[src/rtl/lock_pkg.sv]
// Shared definitions for the combination lock: key-entry FSM states,
// code length, digit range and the lock code itself.
package lock_pkg;

    localparam int unsigned CODE_LEN  = 6;
    localparam int unsigned MAX_DIGIT = 9;
    localparam int unsigned DIGIT_W   = 4;
    localparam int unsigned COUNT_W   = 3;

    // Lock code digits, most significant (first entered) first.
    localparam logic [DIGIT_W-1:0] LOCK_DIGIT_0 = 4'd0;
    localparam logic [DIGIT_W-1:0] LOCK_DIGIT_1 = 4'd1;
    localparam logic [DIGIT_W-1:0] LOCK_DIGIT_2 = 4'd7;
    localparam logic [DIGIT_W-1:0] LOCK_DIGIT_3 = 4'd0;
    localparam logic [DIGIT_W-1:0] LOCK_DIGIT_4 = 4'd2;
    localparam logic [DIGIT_W-1:0] LOCK_DIGIT_5 = 4'd8;

    typedef enum logic [1:0] {
        ST_IDLE        = 2'd0,
        ST_DEB_PRESS   = 2'd1,
        ST_HELD        = 2'd2,
        ST_DEB_RELEASE = 2'd3
    } key_state_e;

endpackage

[src/rtl/key_sync.sv]
// Two-flop synchronizer for the raw active-low enter button; resets to
// the released level so a held button is not seen until after reset.
module key_sync (
    input  logic clk,
    input  logic rst_n,
    input  logic key_n_i,
    output logic key_n_o
);

    logic meta_q;
    logic sync_q;

    always_ff @(posedge clk or negedge rst_n) begin
        if (!rst_n) begin
            meta_q <= 1'b1;
            sync_q <= 1'b1;
        end else begin
            meta_q <= key_n_i;
            sync_q <= meta_q;
        end
    end

    assign key_n_o = sync_q;

endmodule

[src/rtl/lock_key_entry.sv]
// Debounces the enter button and turns each accepted press into a single
// digit (or error) strobe, counting valid digits toward a full code.
module lock_key_entry #(
    parameter int unsigned DEBOUNCE_CYCLES = 1_000_000,
    parameter int unsigned CODE_LEN        = lock_pkg::CODE_LEN
) (
    input  logic       clk,
    input  logic       rst_n,
    input  logic       key_n,
    input  logic [3:0] sw,
    input  logic       clear,
    output logic [3:0] digit,
    output logic       digit_valid,
    output logic       digit_err,
    output logic [2:0] entry_count,
    output logic       code_full
);

    import lock_pkg::*;

    localparam int unsigned CNT_W = $clog2(DEBOUNCE_CYCLES + 1);

    logic       key_sync_n;
    logic       pressed;

    key_state_e state_q, state_d;
    logic [CNT_W-1:0] cnt_q, cnt_d;
    logic       strobe_c;

    logic [3:0] digit_q, digit_d;
    logic       valid_q, valid_d;
    logic       err_q, err_d;
    logic [2:0] count_q, count_d;
    logic       full_q, full_d;

    key_sync u_key_sync (
        .clk     (clk),
        .rst_n   (rst_n),
        .key_n_i (key_n),
        .key_n_o (key_sync_n)
    );

    assign pressed = ~key_sync_n;

    always_ff @(posedge clk or negedge rst_n) begin
        if (!rst_n) begin
            state_q <= ST_IDLE;
            cnt_q   <= '0;
            digit_q <= '0;
            valid_q <= 1'b0;
            err_q   <= 1'b0;
            count_q <= '0;
            full_q  <= 1'b0;
        end else begin
            state_q <= state_d;
            cnt_q   <= cnt_d;
            digit_q <= digit_d;
            valid_q <= valid_d;
            err_q   <= err_d;
            count_q <= count_d;
            full_q  <= full_d;
        end
    end

    // Press FSM: the counter never exceeds DEBOUNCE_CYCLES, so it cannot wrap.
    always_comb begin
        state_d  = state_q;
        cnt_d    = cnt_q;
        strobe_c = 1'b0;
        unique case (state_q)
            ST_IDLE: begin
                if (pressed) begin
                    state_d = ST_DEB_PRESS;
                    cnt_d   = CNT_W'(1);
                end
            end
            ST_DEB_PRESS: begin
                if (!pressed) begin
                    state_d = ST_IDLE;
                    cnt_d   = '0;
                end else if (cnt_q == CNT_W'(DEBOUNCE_CYCLES)) begin
                    state_d  = ST_HELD;
                    cnt_d    = '0;
                    strobe_c = 1'b1;
                end else begin
                    cnt_d = cnt_q + CNT_W'(1);
                end
            end
            ST_HELD: begin
                if (!pressed) begin
                    state_d = ST_DEB_RELEASE;
                    cnt_d   = CNT_W'(1);
                end
            end
            ST_DEB_RELEASE: begin
                if (pressed) begin
                    state_d = ST_HELD;
                    cnt_d   = '0;
                end else if (cnt_q >= CNT_W'(DEBOUNCE_CYCLES - 1)) begin
                    state_d = ST_IDLE;
                    cnt_d   = '0;
                end else begin
                    cnt_d = cnt_q + CNT_W'(1);
                end
            end
            default: begin
                state_d = ST_IDLE;
                cnt_d   = '0;
            end
        endcase
    end

    // Digit capture and entry count; clear wins over a pending increment.
    always_comb begin
        digit_d = digit_q;
        valid_d = 1'b0;
        err_d   = 1'b0;
        count_d = count_q;
        if (strobe_c) begin
            if (sw <= 4'(MAX_DIGIT)) begin
                digit_d = sw;
                valid_d = 1'b1;
            end else begin
                err_d = 1'b1;
            end
        end
        if (clear) begin
            count_d = '0;
        end else if (valid_q && (count_q != 3'(CODE_LEN))) begin
            count_d = count_q + 3'd1;
        end
        full_d = (count_d == 3'(CODE_LEN));
    end

    assign digit       = digit_q;
    assign digit_valid = valid_q;
    assign digit_err   = err_q;
    assign entry_count = count_q;
    assign code_full   = full_q;

endmodule

[config.mk]
export PLATFORM = sky130hd
export DESIGN_NAME = lock_key_entry
export DESIGN_NICKNAME = d
export VERILOG_FILES = /design/src/rtl/lock_pkg.sv /design/src/rtl/key_sync.sv /design/src/rtl/lock_key_entry.sv
export SDC_FILE = /design/constraint.sdc
export NUM_CORES = 1
export LEC_CHECK = 0
export CELL_PAD_IN_SITES_DETAIL_PLACEMENT = 2
export CELL_PAD_IN_SITES_GLOBAL_PLACEMENT = 2
export CORE_MARGIN = 10
export CORE_UTILIZATION = 40
export CTS_BUF_LIST = sky130_fd_sc_hd__clkbuf_2
export CTS_CLUSTER_DIAMETER = 50
export DETAILED_ROUTE_END_ITERATION = 6
export HOLD_SLACK_MARGIN = 0.03
export PLACE_DENSITY = 0.92
export SYNTH_ARGS = -nofsm -noshare
export SYNTH_HDL_FRONTEND = slang
export SYNTH_HIERARCHICAL = 1
export SYNTH_SLANG_ARGS = --single-unit
[constraint.sdc]
create_clock -name clk -period 4.5 [get_ports clk]
set_input_delay 0.9 -clock clk [delete_from_list [all_inputs] [get_ports clk]]
set_output_delay 0.9 -clock clk [all_outputs]
set_load 0.01 [all_outputs]
==> results.cfg <==
[outcome]
status = completed

[critical_path]
critPathLaunch = cnt_q[15]
rr_endpoint = cnt_q[7]
cp-start-kind = flip-flop
worstSetupEndpointType = flip-flop
crit_path_cell_trace = or3_4 -> nor4_4 -> o22ai_2 -> a21oi_4 -> o21ai_0 -> a21o_1
r2r_cells = 6
crit_path_end = cnt_q[7]
cpPeakStageDelay_ns = 0.72
crit_family = compound AO/OA/AOI/OAI gates
reg2reg_slack_ns = 1.84
crit_type = reg -> reg
worstPathRequired_ns = 4.79
worstPathMaxFanout = 35
cp_num_cells = 6
critical_path_buf_inv_count = 0
r2r_start = cnt_q[15]
slowest_stage = a21oi_4
cp.arrival_ns = 2.95

[sta]
finalMaxSlewViolations = 0
finalSetupTns_ns = 0
hold_viol = 0
max_freq_ghz = 0.376
relSlewSlack_pct = 41.0
finalSetupViolations = 0
period_needed_ns = 2.66
post-route-period-util_pct = 59.1
worst_pin_slew_ns = 0.882
rsz0062_at_grt = no
fin_worst_skew_ns = 0.00684

[clock_network]
clk_pin_slew_ns = 0.17
cts_buffers = 5
clk_path_buf_depth = 2
post_cts_buffers = 0
clock_sinks = 34
clockRootBuffer = clkbuf_2
cts_hold_buf = 0
worstSkewPairLatency_ns = 0.37
ctsResizeCount = 0
htree_levels = 2
cts_tree = yes

[grt]
overflow = 0
grt_max_degree = 36
antenna_found_initial = 0
grt_pass1_wl_mm = 8.68
grt.total_usage_pct = 14.1
grt_pass1_vias = 1713

[synthesis]
async_reset_ff_share_pct = 100
synth_cell_types = 40
synth_edf_count = 0
synth_top_area_share_pct = 43.4
yosys.area_share.simple_pct = 25.3
synth_top_area_cell = dfrtp_1
synthTopCellsByArea = dfrtp_1 43%, a21o_1 4.9%, nor2_1 4.7%, nor4_1 3.4%, dfstp_2 2.9%
ys.warnings.count = 6
synthAdderAreaFrac_pct = 2.72
netlist_area_sq_um = 1840
synth-xor-area-share_pct = 2.85
synth-seq-cells = 34
synth_compound_area_share_pct = 16.4
muxShareOfSynthArea_pct = 1.83
yosysSeqAreaShare_pct = 46.3
synth_ff_type = dfrtp_1
syn_inst = 196
synth_area_per_cell_sq_um = 9.40
synth_top_family_by_area = simple AND/OR/NAND/NOR gates
synth_fp_nets = 208

[detailed_routing]
viasPerCell = 5.88
vias = 1565
ant_nets = 0
drc = 0
drt_iter0_drc = 67
drt-total-wl_mm = 5.07
wl_per_cell_microns = 19.0
first_pass_iters = 4

[min_path]
hold_class = reg -> reg
min-delay-start = u_key_sync/meta_q

[placement]
place_congestion = 0.748
portBuffers = 17
dp_hpwl_mm = 3.86

[cells_and_area]
synthToLayoutAreaGrowth_pct = 12.7
nets = 225
drive_gt1_share_pct = 10.3
diodes = 0

[power_and_ir_drop]
p_int_mw = 0.436
power_frac_seq_pct = 52.4
powerDensity_nw_per_um2 = 336
combPwrFrac_pct = 27.0
ir_drop_uv = 136
p_switching_mw = 0.261
swShare_pct = 37.4
leakagePower_nw = 0.984
pwr-share-clk_pct = 20.6
p_total_mw = 0.697

[floorplanning]
chipHeight_microns = 87.9
num_io_pins = 18
core_area_sq_um = 4410
chipWidth_microns = 87.9
rows = 24
initial_utilization_pct = 41.8
dieArea_sq_um = 7720

[flow_run]
cap_violations = 0
placed cells by master, fill, tap and decap left out, types with 5 or more instances in the layout:
| cell | instances |
|---|---|
| a21o_1 | 12 |
| nor2_1 | 23 |
| clkdlybuf4s50_1 | 17 |
| and3_1 | 6 |
| inv_1 | 10 |
| nand4_1 | 5 |
| nand3_1 | 9 |
| clkbuf_2 | 6 |
| dfrtp_1 | 32 |
| nor3_1 | 5 |
| nand2_1 | 14 |
| nor4_1 | 10 |
| o21ai_0 | 7 |
| o21ai_1 | 9 |
registers in the layout (all words and copies together), names as in the netlist, named ones only:
register            flops
u_key_sync/key_n_o      1
entry_count             3
code_full               1
u_key_sync/meta_q       1
digit_valid             1
state_q                 1
digit_err               1
digit                   4
cnt_q                  20
synth_stat cells (2+ instances only):
| master | number |
|---|---|
| a211o_1 | 3 |
| a21o_1 | 12 |
| a21oi_1 | 4 |
| a31oi_1 | 2 |
| and3_1 | 6 |
| and4_1 | 3 |
| buf_2 | 2 |
| buf_6 | 2 |
| clkbuf_1 | 4 |
| dfrtp_1 | 32 |
| dfstp_2 | 2 |
| ha_1 | 4 |
| inv_1 | 10 |
| mux2_2 | 3 |
| nand2_1 | 14 |
| nand3_1 | 9 |
| nand4_1 | 5 |
| nor2_1 | 23 |
| nor3_1 | 5 |
| nor3b_1 | 2 |
| nor4_1 | 10 |
| o21a_1 | 2 |
| o21ai_0 | 7 |
| o21ai_1 | 9 |
| or2_2 | 2 |
| xnor2_1 | 3 |
| xor2_1 | 3 |
power by group through the flow:
stage               registers [mW]  logic, mW  clock network, mW
CTS                          0.365      0.192              0.151
global placement             0.367      0.170                  0
floorplan                    0.354      0.153                  0
global route                 0.372      0.213              0.162
finish                       0.365      0.188              0.144
detailed placement           0.370      0.189                  0
layer usage:
metal	share of wire [%]	global-route usage [%]	wire, microns	vias to the layer above
met1	44	16.9	2250	789
met2	50	23.7	2530	26
li1	-	-	-	741
met4	1.3	4.49	66	0
met3	4.4	3.71	223	9
met5	0	0	0	-
cells by family after synthesis:
family	Yosys count
and+or+nand+nor	86
AOI/OAI and AO/OA	45
DFF	34
buffers and inverters	18
xor gates and xnor gates	6
adders and majority gates	4
muxes	3
stage by stage:
stage	util (%)	std cells	hold slack (ns)	setup slack [ns]	area, sq um
after global placement	46.2	258	0.348	2.05	2040
after detailed placement	46.2	258	0.349	1.87	2040
after CTS	47.1	266	0.371	1.83	2080
final	47.1	266	0.370	1.84	2080
after global routing	47.1	266	0.373	1.61	2080
after floorplan	-	196	0.345	2.47	1840
worst min path at each step:
stage,cells past startpoint,end,slack [ns]
after floorplan,0,u_key_sync/key_n_o,0.35
after global placement,0,u_key_sync/key_n_o,0.35
after detailed placement,0,u_key_sync/key_n_o,0.35
after CTS,0,u_key_sync/key_n_o,0.37
after global routing,0,u_key_sync/key_n_o,0.37
final,0,u_key_sync/key_n_o,0.37
cell type report:
| class | instances | area (sq um) |
|---|---|---|
| Multi-Input combinational cell | 144 | 905 |
| Tap cell | 52 | 65.1 |
| Clock buffer | 6 | 30.0 |
| Inverter | 10 | 37.5 |
| Sequential cell | 34 | 853 |
| Clock inverter | 2 | 8.76 |
| Timing Repair Buffer | 18 | 178 |
| Fill cell | 473 | 2340 |
No activity file was read; power rests on OpenSTA's default activity.
